--- src/rtl/butterfly_pipe.sv ---
// Three-stage pipelined radix-2 DIT butterfly (out1 = A + W*B, out2 = A - W*B) with /2 scaling,
// saturation and a sticky overflow flag. Define BFLY_ROUND_EN for round-half-up instead of truncation.
module butterfly_pipe #(
   parameter int DW      = 16,
   parameter int TW_FRAC = DW-1
) (
   input  logic            clk,
   input  logic            reset,
   input  logic            in_valid,
   output logic            in_ready,
   input  logic [2*DW-1:0] a,
   input  logic [2*DW-1:0] b,
   input  logic [2*DW-1:0] w,
   input  logic            scale,
   output logic            out_valid,
   input  logic            out_ready,
   output logic [2*DW-1:0] out1,
   output logic [2*DW-1:0] out2,
   output logic            ovf,
   input  logic            ovf_clr
);
   localparam int PW = 2*DW;
   localparam int TW = DW+2;

`ifdef BFLY_ROUND_EN
   localparam logic [PW:0]   RND_T = {{PW{1'b0}}, 1'b1} << (TW_FRAC-1);
   localparam logic [TW-1:0] RND_S = {{(TW-1){1'b0}}, 1'b1};
`else
   localparam logic [PW:0]   RND_T = '0;
   localparam logic [TW-1:0] RND_S = '0;
`endif

   // Handshake: a beat moves on valid & ready; every stage shifts together when w_adv is high.
   logic w_adv;

   logic signed [DW-1:0] w_br, w_bi, w_wr, w_wi;
   logic signed [PW-1:0] w_p_rr, w_p_ii, w_p_ri, w_p_ir;
   logic [PW-1:0]        r_p_rr, r_p_ii, r_p_ri, r_p_ir;
   logic [PW-1:0]        r_a1, r_a2;
   logic                 r_sc1, r_sc2;
   logic                 r_v1, r_v2, r_v3;

   logic [PW:0]          w_tr_full, w_ti_full;
   logic [TW-1:0]        w_tr_sh, w_ti_sh;
   logic [TW-1:0]        r_tr, r_ti;

   logic [TW-1:0]        w_ar, w_ai;
   logic [TW-1:0]        w_sum  [4];
   logic [TW-1:0]        w_rs   [4];
   logic [TW-1:0]        w_half [4];
   logic [TW-1:0]        w_sc   [4];
   logic [DW-1:0]        w_sat  [4];
   logic [3:0]           w_clamp;

   logic [PW-1:0]        r_out1, r_out2;
   logic                 r_ovf;

   assign w_adv    = out_ready | ~r_v3;
   assign in_ready = w_adv;

   assign w_br = b[PW-1:DW];
   assign w_bi = b[DW-1:0];
   assign w_wr = w[PW-1:DW];
   assign w_wi = w[DW-1:0];

   assign w_p_rr = PW'(w_br) * PW'(w_wr);
   assign w_p_ii = PW'(w_bi) * PW'(w_wi);
   assign w_p_ri = PW'(w_br) * PW'(w_wi);
   assign w_p_ir = PW'(w_bi) * PW'(w_wr);

   // One guard bit keeps the -1 * -1 corner exact before the twiddle shift.
   assign w_tr_full = {r_p_rr[PW-1], r_p_rr} - {r_p_ii[PW-1], r_p_ii} + RND_T;
   assign w_ti_full = {r_p_ri[PW-1], r_p_ri} + {r_p_ir[PW-1], r_p_ir} + RND_T;
   assign w_tr_sh   = TW'($signed(w_tr_full) >>> TW_FRAC);
   assign w_ti_sh   = TW'($signed(w_ti_full) >>> TW_FRAC);

   assign w_ar     = {{2{r_a2[PW-1]}}, r_a2[PW-1:DW]};
   assign w_ai     = {{2{r_a2[DW-1]}}, r_a2[DW-1:0]};
   assign w_sum[0] = w_ar + r_tr;
   assign w_sum[1] = w_ai + r_ti;
   assign w_sum[2] = w_ar - r_tr;
   assign w_sum[3] = w_ai - r_ti;

   always_comb begin
      w_rs    = '{default: '0};
      w_half  = '{default: '0};
      w_sc    = '{default: '0};
      w_sat   = '{default: '0};
      w_clamp = '0;
      for (int i = 0; i < 4; i++) begin
         w_rs[i]   = w_sum[i] + RND_S;
         w_half[i] = $signed(w_rs[i]) >>> 1;
         w_sc[i]   = r_sc2 ? w_half[i] : w_sum[i];
         // In range only when the top three bits are all equal.
         w_clamp[i] = ~((&w_sc[i][TW-1:DW-1]) | ~(|w_sc[i][TW-1:DW-1]));
         if (w_clamp[i])
            w_sat[i] = w_sc[i][TW-1] ? {1'b1, {(DW-1){1'b0}}} : {1'b0, {(DW-1){1'b1}}};
         else
            w_sat[i] = w_sc[i][DW-1:0];
      end
   end

   always_ff @(posedge clk or posedge reset) begin
      if (reset) begin
         r_v1   <= 1'b0;
         r_v2   <= 1'b0;
         r_v3   <= 1'b0;
         r_p_rr <= '0;
         r_p_ii <= '0;
         r_p_ri <= '0;
         r_p_ir <= '0;
         r_a1   <= '0;
         r_a2   <= '0;
         r_sc1  <= 1'b0;
         r_sc2  <= 1'b0;
         r_tr   <= '0;
         r_ti   <= '0;
         r_out1 <= '0;
         r_out2 <= '0;
      end else if (w_adv) begin
         r_v1   <= in_valid;
         r_p_rr <= w_p_rr;
         r_p_ii <= w_p_ii;
         r_p_ri <= w_p_ri;
         r_p_ir <= w_p_ir;
         r_a1   <= a;
         r_sc1  <= scale;
         r_v2   <= r_v1;
         r_tr   <= w_tr_sh;
         r_ti   <= w_ti_sh;
         r_a2   <= r_a1;
         r_sc2  <= r_sc1;
         r_v3   <= r_v2;
         r_out1 <= {w_sat[0], w_sat[1]};
         r_out2 <= {w_sat[2], w_sat[3]};
      end
   end

   // Set beats clear when both happen on the same edge; a held output never re-sets it.
   always_ff @(posedge clk or posedge reset) begin
      if (reset)
         r_ovf <= 1'b0;
      else if (w_adv & r_v2 & (|w_clamp))
         r_ovf <= 1'b1;
      else if (ovf_clr)
         r_ovf <= 1'b0;
   end

   assign out_valid = r_v3;
   assign out1      = r_out1;
   assign out2      = r_out2;
   assign ovf       = r_ovf;
endmodule
--- config.mk ---
export PLATFORM = sky130hd
export DESIGN_NAME = butterfly_pipe
export DESIGN_NICKNAME = d
export VERILOG_FILES = /design/src/rtl/butterfly_pipe.sv
export SDC_FILE = /design/constraint.sdc
export NUM_CORES = 2
export LEC_CHECK = 0
export CAP_MARGIN = 20
export CORE_AREA = 2 2 297 299
export CTS_CLUSTER_SIZE = 14
export DETAILED_ROUTE_END_ITERATION = 10
export DIE_AREA = 0 0 299 301
export PLACE_DENSITY = 0.87
export SLEW_MARGIN = 0
export SYNTH_ARGS = -nofsm -noshare
export SYNTH_HDL_FRONTEND = slang
export SYNTH_SLANG_ARGS = --single-unit
--- constraint.sdc ---
create_clock -name clk -period 28.1 [get_ports clk]
set_input_delay 4.215 -clock clk [delete_from_list [all_inputs] [get_ports clk]]
set_output_delay 4.215 -clock clk [all_outputs]
set_load 0.05 [all_outputs]
======== Word-level counts from Yosys, hierarchy flattened ========
Index checks and enable logic that the tools add are counted.
W data, S select, Z words.
cells by class
  muxes and demuxes ....................... 14
  $add $sub $neg .......................... 6
  reductions and logical operators ........ 10
  multiply operators ...................... 4
  bitwise operators ....................... 16
operators with widths
  kind                number
  $mul A16 B16 Y32    4
  $mux W16            8
  $mux W17            4
  $add A18 B18 Y18    2
  $sub A18 B18 Y18    2
  $add A32 B32 Y33    1
  $sub A32 B32 Y33    1
  $reduce_and A3 Y1   4
  $reduce_or A3 Y1    4
  $not A1 Y1          9
  $or A1 B1 Y1        5
  $reduce_or A4 Y1    1
  $and A1 B1 Y1       2
  $mux W1             2
  $reduce_bool A2 Y1  1
word-level totals
  input bits .............................. 102
  register bits after elaboration ......... 298
  output and inout bits ................... 67
  word-level logic and storage cells ...... 66

======== Depth between registers and ports, before layout ========
  depth after elaboration ................. 9
  depth in mapped cells ................... 25

======== Worst setup path after synthesis ========
Ideal clock, no wire load.
  kind .................................... input to register
  from .................................... input port b[11]
  to ...................................... register r_p_ir[31]
  slack ................................... 18021 ps
  cell stages on the path ................. 23
  data required time ...................... 27963 ps
  arrival ................................. 9942 ps
  buffers on the path ..................... 1
  library setup time ...................... 137 ps
  cells stage by stage .................... clkbuf_1 -> nand2_1 -> fa_1 -> fa_1 -> fa_1 -> inv_1 -> fa_1 -> fa_1 -> inv_1 -> fa_1 -> inv_1 -> ha_1 -> a21o_1 -> a21o_1 -> a21o_1 -> a21oi_1 -> o21bai_1 -> a221oi_2 -> o21ai_0 -> or4_1 -> a41oi_1 -> xnor2_1 -> a21oi_1
on the way
  longest elaborated chain between the ends .. 1
RTL lines
  what                    RTL line  text
  start: declaration      12        input logic [2*DW-1:0] b,
  $mul A16 B16 Y32        69        assign w_p_ir = PW'(w_bi) * PW'(w_wr);
  end signal: assignment  125       r_p_ir <= w_p_ir;
  end: declaration        38        logic [PW-1:0] r_p_rr, r_p_ii, r_p_ri, r_p_ir;
Every way passes these cells.
A chain may end at the register's enable or synchronous reset.

======== Final worst setup path ========
  from .................................... input port w[31]
  to ...................................... register r_p_rr[24]
on the way
  longest elaborated chain between the ends .. 1
RTL lines
  what                    RTL line  text
  start: declaration      13        input logic [2*DW-1:0] w,
  $mul A16 B16 Y32        66        assign w_p_rr = PW'(w_br) * PW'(w_wr);
  end signal: assignment  122       r_p_rr <= w_p_rr;
  end: declaration        38
Every way passes these cells.

==> summary.txt <==
Clock network
  – Clock Path Buffers: 3
  – Clock transition at path regs: 0.06 ns
  – Setup Buffers After CTS: 0
  – Clock sink total: 298
  – CTS tree: done
  – Htree depth: 2
  – CTS Buf Count: 36
  – Resized cells post-CTS: 0
  – Skew-Pair Late Insertion Delay: 0.58 ns
  – Root Buffer: clkbuf_16
  – # hold bufs at CTS: 0

Route
  – Routed WL: ~150 mm
  – WL per Instance: 19.8 um
  – Initial DRC Count: 3521
  – Detail Route Antenna Nets: 0
  – Drt pass-1 iters: 6
  – Via density: between 5 and 6
  – DRC: 0
  – Via count: 43010

Worst setup path
  – Critical Path Source Type: input port
  – Most frequent CP cell: fa_1
  – Crit path kind: in -> reg
  – Crit end category: flop
  – CP startpoint: w[31]
  – Worst setup path end: r_p_rr[24]
  – Reg2reg setup slack: 24.03 ns
  – Levels on crit path: 22
  – CP max stage cell: clkdlybuf4s50_1
  – Worst r2r dst: out1[7]
  – R2R cell count: 14
  – Worst path cell trace: clkdlybuf4s50_1 -> clkinv_1 -> buf_4 -> nor2_1 -> fa_1 -> fa_1 -> fa_1 -> fa_1 -> fa_1 -> inv_1 -> fa_1 -> inv_1 -> ha_1 -> and3_1 -> a221oi_1 -> o21ai_0 -> a21boi_0 -> a21boi_0 -> a21o_1 -> a21oi_1 -> xor2_1 -> o21ai_0
  – CP top delay family: adder cells
  – Reg-to-reg startpoint: r_ti[0]
  – Buf+Inv Stages, Crit Path: 5
  – CP peak stage delay: around 0.83 ns
  – Crit-path max FO: 14
  – Arr. time, crit path: 11.45 ns
  – CP required: 28.52 ns

STA
  – Clock Skew: approximately 0.034 ns
  – Max-slew violation count: 0
  – Slew @ Worst Pin: about 0.97 ns
  – Period minus WS final: 11.03 ns
  – Max-slew headroom: approximately a third
  – # setup viols final: 0
  – Crit share post-route: 39.3%
  – Max frequency: approximately 90 MHz
  – Fin. Hold Viols: 0
  – Total negative slack: 0 ns
  – RSZ-0062 raised after global routing: no

Global routing
  – Gr ovfl total: 0
  – Initial antenna violation count: 5
  – Total GRT Usage: 33.6%
  – First-pass GRT wire length: 239 mm
  – Vias in the first global route: 46401
  – Largest net degree at the start of global routing: 106

Layout
  – Most frequent cells in the layout: inv_1 (1245), fa_1 (1052), nand2_1 (864)
  – Most common cell after layout, fill and taps aside: inv_1
  – NumNets Final: approximately 7800
  – Area Overhead vs Synth: 6.80%
  – Fraction of layout cells with a size suffix above 1: about 2.8%

Outcome
  – Status: finished, final reports clean

Yosys
  – Syn nets: a little under 8000
  – Async SR Flop Fraction: 100%
  – Synth cell types: 81
  – Synth warn: 0
  – Synth Instances: roughly 6200
  – Post-synth EDFFs: 0
  – Dominant synthesized flop cell: dfrtp_1
  – Post-synthesis sequential area ratio: 13.4%
  – #FFs+latches synth: 298
  – Avg Cell Area, Syn: 9.01 um2
  – Cell Area, Synth: roughly 56000 um2

Placed design
  – Port Buffers: 168
  – GP Congestion: 0.962
  – Hpwl dp: 109 mm

Floorplanning
  – Initial Utilization: between 60% and 70%
  – DIE HEIGHT: 301 um
  – Num rows: roughly 110
  – Die W: 299 um
  – Core footprint: 86500 um2
  – I/O Pins: 169
  – Die area: around 90000 um2

Job
  – Max Cap Violations: 0

Min path
  – Worst min path class: reg -> reg
-- area by class of cell --
cell class / count / area (um2)
clock inverters: 19 / 289
flip-flops and latches: 298 / 7460
inverters: 1248 / 4700
fillers: 6366 / 26900
multi-input cells: 4358 / 42500
well taps: 1155 / 1450
diodes: 3 / 7.51
clock buffers: 47 / 982
repair buffers: 238 / 2180
-- how the worst min path moves through the flow --
stage | from | end | depth (start not counted)
after floorplan | r_p_rr[0] | r_p_rr[0] | 2
after global placement | r_sc1 | r_sc1 | 2
after detailed placement | r_p_rr[0] | r_p_rr[0] | 2
after CTS | r_p_rr[0] | r_p_rr[0] | 2
after global routing | r_a1[26] | r_a1[26] | 2
final | r_p_rr[0] | r_p_rr[0] | 2
-- worst register-to-register path: cells and delay by family (launching register included) --
kind	cells	cell delay [ns]
buffers and inverters	1	0.06
AO/OA/AOI/OAI	10	2.72
adder cells (fa/ha/maj)	2	0.59
XOR/XNOR	1	0.17
flip-flops	1	0.38
-- metal layers --
layer | GRT usage [%] | up-vias | wire, um
met2 | 54.9 | 2099 | 68700
met4 | 20.0 | 6 | 10200
met3 | 5.77 | 588 | 12400
met5 | 0 | - | 40
li1 | - | 18738 | -
met1 | 42.3 | 21579 | 54400
-- registers in the layout (all words and copies together), names as in the netlist, 18 cells and up --
register,cells
r_a1,32
r_p_ir,32
r_p_ri,32
r_a2,32
out1,32
out2,32
r_tr,18
r_p_rr,32
r_ti,18
r_p_ii,32
-- synthesized netlist by cell type, types with 15 or more instances --
library cell  number  area, um2
inv_1           1246       4680
and3_1            19        119
ha_1             458       5730
xor2_1            73        639
fa_1            1052      21100
nand2b_1          45        282
clkbuf_1         262        983
nor3_1            24        120
nand2_1          864       3240
a211oi_1          20        150
o21bai_1          41        308
xnor2_1          163       1430
a21o_1            83        623
a31oi_1           16        100
nor2b_1           22        138
o21ai_0          135        676
mux2i_1           31        310
dfrtp_1          298       7460
and2_1           500       3130
o31ai_1           21        158
nand3_1           36        180
a21oi_1          277       1390
nand4_1           15       93.8
o21a_1            16        120
o22a_1            30        263
nor2_1           273       1020
-- stage by stage --
| stage | setup WS (ns) | instance area (um2) | utilization [%] | hold slack, ns | std cells |
|---|---|---|---|---|---|
| after detailed placement | 16.58 | 58300 | 67.4 | 0.448 | 7296 |
| after global placement | 16.85 | 58300 | 67.4 | 0.449 | 7296 |
| final | 17.07 | 59600 | 68.9 | 0.458 | 7366 |
| after floorplan | 15.65 | 55800 | - | 0.430 | 6194 |
| after global routing | 16.72 | 59600 | 68.9 | 0.492 | 7365 |
| after CTS | 17.17 | 59600 | 68.9 | 0.460 | 7362 |
-- kinds of logic (layout without fill, tap and decap cells) --
logic type / after synthesis / count (layout) / share of synthesized area [%]
buffers and inverters: 1538 / 1552 / 10.4
multiplexers: 33 / 33 / 0.596
AND/OR/NAND/NOR: 1838 / 1838 / 15.5
other: 0 / 3 / 0
AO/OA/AOI/OAI: 739 / 739 / 8.38
XOR/XNOR: 238 / 238 / 3.77
adder cells (fa/ha/maj): 1510 / 1510 / 48.0
flip-flops: 298 / 298 / 13.4
Power is not shown: default switching activity piles up to over one toggle a cycle in this logic, so the estimate is an artifact.
